[src/rtl/uart_pkg.sv]
// uart_pkg: shared receive FSM states, legal prescale values and parity encodings.
package uart_pkg;
    typedef enum logic [2:0] {IDLE, START, DATA, PARITY, STOP} rx_state_t;
    localparam int PRESCALE_8 = 8;
    localparam int PRESCALE_16 = 16;
    localparam int PRESCALE_32 = 32;
    localparam int PRESCALE_DEFAULT = PRESCALE_8;
    localparam logic PAR_EVEN = 1'b0;
    localparam logic PAR_ODD = 1'b1;
endpackage

[src/rtl/uart_rx_sampler.sv]
// uart_rx_sampler: captures the line around mid-bit and resolves it by 2-of-3 majority.
module uart_rx_sampler #(
    parameter int PRESCALE_WIDTH = 6
) (
    input  logic                      clk,
    input  logic                      rst,
    input  logic                      rxs,
    input  logic [PRESCALE_WIDTH-1:0] edge_cnt,
    input  logic [PRESCALE_WIDTH-1:0] prescale,
    output logic                      bit_val
);
    localparam logic [PRESCALE_WIDTH-1:0] ONE = 1;
    logic [PRESCALE_WIDTH-1:0] half;
    logic [2:0] smp;
    assign half = prescale >> 1;
    assign bit_val = (smp[0] & smp[1]) | (smp[0] & smp[2]) | (smp[1] & smp[2]);
    always_ff @(posedge clk) begin
        if (!rst) begin
            smp <= 3'b111;
        end else begin
            if (edge_cnt == half - ONE) smp[0] <= rxs;
            if (edge_cnt == half) smp[1] <= rxs;
            if (edge_cnt == half + ONE) smp[2] <= rxs;
        end
    end
endmodule

[src/rtl/uart_rx_frame.sv]
// uart_rx_frame: oversampled UART receiver producing one checked word per frame.
module uart_rx_frame
    import uart_pkg::*;
#(
    parameter int DATA_WIDTH = 8,
    parameter int PRESCALE_WIDTH = 6
) (
    input  logic                      clk,
    input  logic                      rst,
    input  logic                      RX_IN,
    input  logic                      PAR_EN,
    input  logic                      PAR_TYP,
    input  logic [PRESCALE_WIDTH-1:0] PRESCALE,
    output logic [DATA_WIDTH-1:0]     P_DATA_REG,
    output logic                      parity_error,
    output logic                      stop_error,
    output logic                      RX_CHECK_EN
);
    localparam int BW = (DATA_WIDTH > 1) ? $clog2(DATA_WIDTH) : 1;
    localparam logic [PRESCALE_WIDTH-1:0] ONE = 1;
    rx_state_t state, nxt;
    logic sync1, rxs, par_en_q, par_typ_q, bit_val, bit_end, last_bit, legal;
    logic [PRESCALE_WIDTH-1:0] edge_cnt, p;
    logic [BW-1:0] bit_cnt;

    assign bit_end = edge_cnt == p - ONE;
    assign last_bit = bit_cnt == BW'(DATA_WIDTH - 1);
    assign legal = PRESCALE == PRESCALE_WIDTH'(PRESCALE_8) || PRESCALE == PRESCALE_WIDTH'(PRESCALE_16)
                || PRESCALE == PRESCALE_WIDTH'(PRESCALE_32);

    uart_rx_sampler #(.PRESCALE_WIDTH(PRESCALE_WIDTH)) u_sampler (
        .clk(clk), .rst(rst), .rxs(rxs), .edge_cnt(edge_cnt), .prescale(p), .bit_val(bit_val)
    );

    always_comb begin
        nxt = state;
        case (state)
            IDLE:    nxt = rxs ? IDLE : START;
            START:   nxt = bit_end ? (bit_val ? IDLE : DATA) : START;
            DATA:    nxt = (bit_end && last_bit) ? (par_en_q ? PARITY : STOP) : DATA;
            PARITY:  nxt = bit_end ? STOP : PARITY;
            STOP:    nxt = bit_end ? IDLE : STOP;
            default: nxt = IDLE;
        endcase
    end

    always_ff @(posedge clk) begin
        if (!rst) state <= IDLE;
        else state <= nxt;
    end

    always_ff @(posedge clk) begin
        if (!rst) begin
            sync1 <= 1'b1;
            rxs <= 1'b1;
            edge_cnt <= '0;
            bit_cnt <= '0;
            p <= PRESCALE_WIDTH'(PRESCALE_DEFAULT);
            par_en_q <= 1'b0;
            par_typ_q <= PAR_EVEN;
            P_DATA_REG <= '0;
            parity_error <= 1'b0;
            stop_error <= 1'b0;
            RX_CHECK_EN <= 1'b0;
        end else begin
            sync1 <= RX_IN;
            rxs <= sync1;
            RX_CHECK_EN <= state == STOP && bit_end;
            if (state == IDLE) edge_cnt <= rxs ? '0 : ONE;
            else edge_cnt <= bit_end ? '0 : edge_cnt + ONE;
            // configuration is frozen for the whole frame at start detection
            if (state == IDLE && !rxs) begin
                par_en_q <= PAR_EN;
                par_typ_q <= PAR_TYP;
                p <= legal ? PRESCALE : PRESCALE_WIDTH'(PRESCALE_DEFAULT);
            end
            if (bit_end) begin
                case (state)
                    START: if (!bit_val) begin
                        bit_cnt <= '0;
                        parity_error <= 1'b0;
                        stop_error <= 1'b0;
                    end
                    DATA: begin
                        P_DATA_REG <= {bit_val, P_DATA_REG[DATA_WIDTH-1:1]};
                        bit_cnt <= bit_cnt + BW'(1);
                    end
                    PARITY: parity_error <= bit_val != ((par_typ_q == PAR_ODD) ? ~^P_DATA_REG : ^P_DATA_REG);
                    STOP: stop_error <= ~bit_val;
                    default: ;
                endcase
            end
        end
    end
endmodule

[config.mk]
export PLATFORM = sky130hd
export DESIGN_NAME = uart_rx_frame
export DESIGN_NICKNAME = d
export VERILOG_FILES = /design/src/rtl/uart_pkg.sv /design/src/rtl/uart_rx_sampler.sv /design/src/rtl/uart_rx_frame.sv
export SDC_FILE = /design/constraint.sdc
export NUM_CORES = 1
export LEC_CHECK = 0
export ABC_AREA = 1
export BUFFER_PORTS_ARGS = -buffer_cell sky130_fd_sc_hd__buf_4
export CAP_MARGIN = 10
export CORE_MARGIN = 2
export CORE_UTILIZATION = 60
export DETAILED_ROUTE_END_ITERATION = 6
export PLACE_DENSITY = 0.81
export SYNTH_ARGS = -nofsm -noshare
export SYNTH_HDL_FRONTEND = slang
export SYNTH_SLANG_ARGS = --single-unit
[constraint.sdc]
create_clock -name clk -period 2.9 [get_ports clk]
set_clock_uncertainty 0.05 [all_clocks]
set_input_delay 0.29 -clock clk [delete_from_list [all_inputs] [get_ports clk]]
set_output_delay 0.29 -clock clk [all_outputs]
set_load 0.03 [all_outputs]
==> impl_metrics.py <==
metrics = {
    "status": {
        "outcome": "completed",
    },
    "floorplanning": {
        "rows": 22,
        "pin_count": 22,
        "die_h_um": 65.06,
        "initial_core_util_pct": 61.57,
        "die_area_um2": 4233,
        "die_x_um": 65.06,
        "core_area_um2": 3633,
    },
    "setup_path": {
        "crit_path_frequent_cell": "nand2_1",
        "crit_type": "flop to flop",
        "rrSetupSlack_ns": 0.77,
        "crit_path_max_incr_delay_ns": 0.41,
        "cp.required_ns": 3.04,
        "cp_slowest_cell": "dfxtp_1",
        "cp_max_fo": 12,
        "crit_path_end_kind": "flop",
        "cp-start-kind": "flop",
        "crit_chain": "inv_1 > ha_1 > inv_1 > nand2_1 > nand2_1 > nor2_1 > nand3_2 > nor2_4 > nand2_4 > clkinv_2 > nand2_1 > nand2_1 > nor2_1",
        "cp.arrival_ns": 2.27,
    },
    "finish": {
        "multi_input_area_um2": 1269,
        "antenna_cells": 0,
        "seq_area_um2": 720.7,
        "nNetsFinal": 396,
        "syn2layout_area_growth_pct": 12.02,
        "n_fill_cell": 346,
        "drive_gt1_share_pct": 13.72,
    },
    "pwr": {
        "p_sw_uw": 234.6,
        "power_frac_seq_pct": 54.8,
        "power_frac_clock_pct": 37.6,
        "switching_share_pct": 25.18,
        "pwr-share-comb_pct": 7.6,
        "pwr_density_cell_nw_per_um2": 371.8,
        "peakVddDrop_uv": 253.5,
        "total_power_uw": 931.8,
        "p_leak_uw": 0.001190,
        "internal_power_uw": 697.2,
    },
    "route": {
        "routed_via_density": 4.909,
        "vias": 2096,
        "post_drt_wl_per_cell_um": 10.56,
        "drc": 0,
        "ant_nets": 0,
        "drtIter0Drc": 106,
        "finalWirelength_um": 4510,
        "first_pass_iters": 4,
    },
    "global_route": {
        "grt_pass1_wl_um": 7859,
        "grt_pass1_vias": 1849,
        "grt_max_degree": 21,
        "grt_use_total_pct": 24.07,
        "grt-ovfl-total": 0,
        "antenna_found_initial": 0,
    },
    "synth": {
        "syn_area_um2": 2237,
        "syn-num-nets": 374,
        "syn_area_per_cell_um2": 6.284,
        "yosysWarnings": 0,
        "synth_cell_type_count": 31,
        "seq_area_frac_synth_pct": 32.21,
        "synth_edf_count": 0,
        "synthFlopType": "dfxtp_1",
        "synth_seq_cells": 36,
        "postSynthCellCount": 356,
        "synthArstFlopShare_pct": 0,
    },
    "clock_tree": {
        "cts_setup_buffers": 0,
        "cts_buffer_depth": 2,
        "hold_buffers": 0,
        "h-tree-depth": 2,
        "post_cts_resized": 0,
        "cts_made_buffers": 5,
        "clock_sinks": 36,
        "root_buffer": "clkbuf_8",
        "worstSkewPairLatency_ns": 0.29,
        "cts.clk_slew.worst_paths_ns": 0.07,
        "cts_tree": "done",
    },
    "sta": {
        "relSlewSlack_pct": 51.64,
        "timing.final.crit_share_pct": 73.38,
        "drv_slew": 0,
        "finalSetupTns_ns": 0,
        "worst_slack_ns": 0.7720,
        "final_hold_viol_count": 0,
        "worstMarginPinSlew_ns": 0.7178,
        "grt_setup_unrepaired": "false",
        "fin_crit_ns": 2.128,
        "setup_viol": 0,
        "fmax_mhz": 469.9,
    },
    "placed_design": {
        "dpl.hpwl_um": 3525,
        "pre_cts_ws_ns": 0.7803,
        "io_buffer_count": 21,
        "routabilityCongestion": 0.9320,
    },
    "flow_run": {
        "maxCapViolCount": 0,
    },
    "worst_hold_path": {
        "min_path_type": "input port to flop",
    },
}
==> layout make-up <==
cell class | instances | area share, %
flip-flops and latches | 36 | 28.76
clock inverters | 3 | 0.7489
well taps | 48 | 2.396
clock buffers | 5 | 2.746
inverters | 56 | 8.437
multi-input cells | 258 | 50.62
repair buffers | 21 | 6.291
==> state kept, by name, indices dropped and copies added, names as in the netlist <==
name and flops:
bit_cnt 3, P_DATA_REG 8, stop_error 1, p 6, u_sampler.smp 3, sync1 1
rxs 1, parity_error 1, RX_CHECK_EN 1, par_en_q 1, state 3, par_typ_q 1
edge_cnt 6
==> per-stage QoR <==
| step | hold WS [ns] | instances | instance area [µm²] | utilization [%] |
|---|---|---|---|---|
| floorplan | 0.3425 | 356 | 2237 | - |
| finish | 0.1439 | 427 | 2506 | 68.97 |
| global placement | 0.3496 | 419 | 2419 | 66.56 |
| CTS | 0.1416 | 427 | 2506 | 68.97 |
| global route | 0.1386 | 427 | 2506 | 68.97 |
| detailed placement | 0.3477 | 419 | 2419 | 66.56 |
==> cells in the mapped netlist, types with 2 or more instances <==
| master | count | share of area (%) |
|---|---|---|
| nand3_1 | 26 | 5.8 |
| a21oi_1 | 12 | 2.7 |
| xor2_1 | 8 | 3.1 |
| dfxtp_1 | 36 | 32 |
| nor2_4 | 2 | 1.0 |
| nor2_1 | 49 | 8.2 |
| nand2_1 | 106 | 18 |
| inv_1 | 47 | 7.9 |
| nand3_2 | 2 | 0.89 |
| o211ai_1 | 3 | 1.0 |
| or2_2 | 3 | 0.84 |
| o21ai_1 | 9 | 2.0 |
| o21ai_0 | 5 | 1.1 |
| inv_2 | 8 | 1.3 |
| xnor2_1 | 4 | 1.6 |
| clkbuf_1 | 2 | 0.34 |
| buf_2 | 2 | 0.45 |
| nand2_2 | 3 | 0.84 |
| nand4_1 | 4 | 1.1 |
| ha_1 | 7 | 3.9 |
| nor3_1 | 8 | 1.8 |
==> worst max-delay path, delay by kind of cell, from the launching register on <==
kind	cells	cell delay [ns]
DFF	1	0.41
buffers and inverters	3	0.31
and+or+nand+nor	9	0.95
adders and majority gates	1	0.31
==> per-layer routing <==
layer,GRT usage [%],routed length [µm]
met1,30.91,2140
met2,39.69,2123
met4,7.552,26
met5,0,0
met3,6.076,220
==> cells in the final DEF (no fill, tap or decap), drive strengths merged, types with 5 or more instances in the layout <==
cell type  instances
nor2              52
nand2            110
inv               55
clkbuf             5
xor2               8
nand3             28
buf               21
dfxtp             36
o21ai             14
ha                 7
nor3              10
a21oi             12
==> final timing paths <==
kind / from / endpoint / cells after the start
min: RX_IN / sync1$_SDFF_PN1_ / 2
min reg2reg: sync1$_SDFF_PN1_ / rxs$_SDFF_PN1_ / 1
max: p[1]$_SDFFE_PN0P_ / P_DATA_REG[7]$_SDFFE_PN0P_ / 13
max reg2reg: p[1]$_SDFFE_PN0P_ / P_DATA_REG[7]$_SDFFE_PN0P_ / 13
==> power by group through the flow <==
stage	sequential (µW)	clock, µW	combinational [µW]
after global routing	511	383	81.4
after detailed placement	521	0	71.2
after global placement	521	0	70.0
after floorplan	517	0	53.4
final	510	350	71.1
after CTS	510	364	71.7
==> logic make-up after synthesis <==
family | synth area share [%]
AOI/OAI and AO/OA | 7.103
xor gates and xnor gates | 4.698
adders and majority gates | 3.915
buffers and inverters | 11.07
DFF | 32.21
and+or+nand+nor | 41.00
Power figures use the tool's default switching activity.
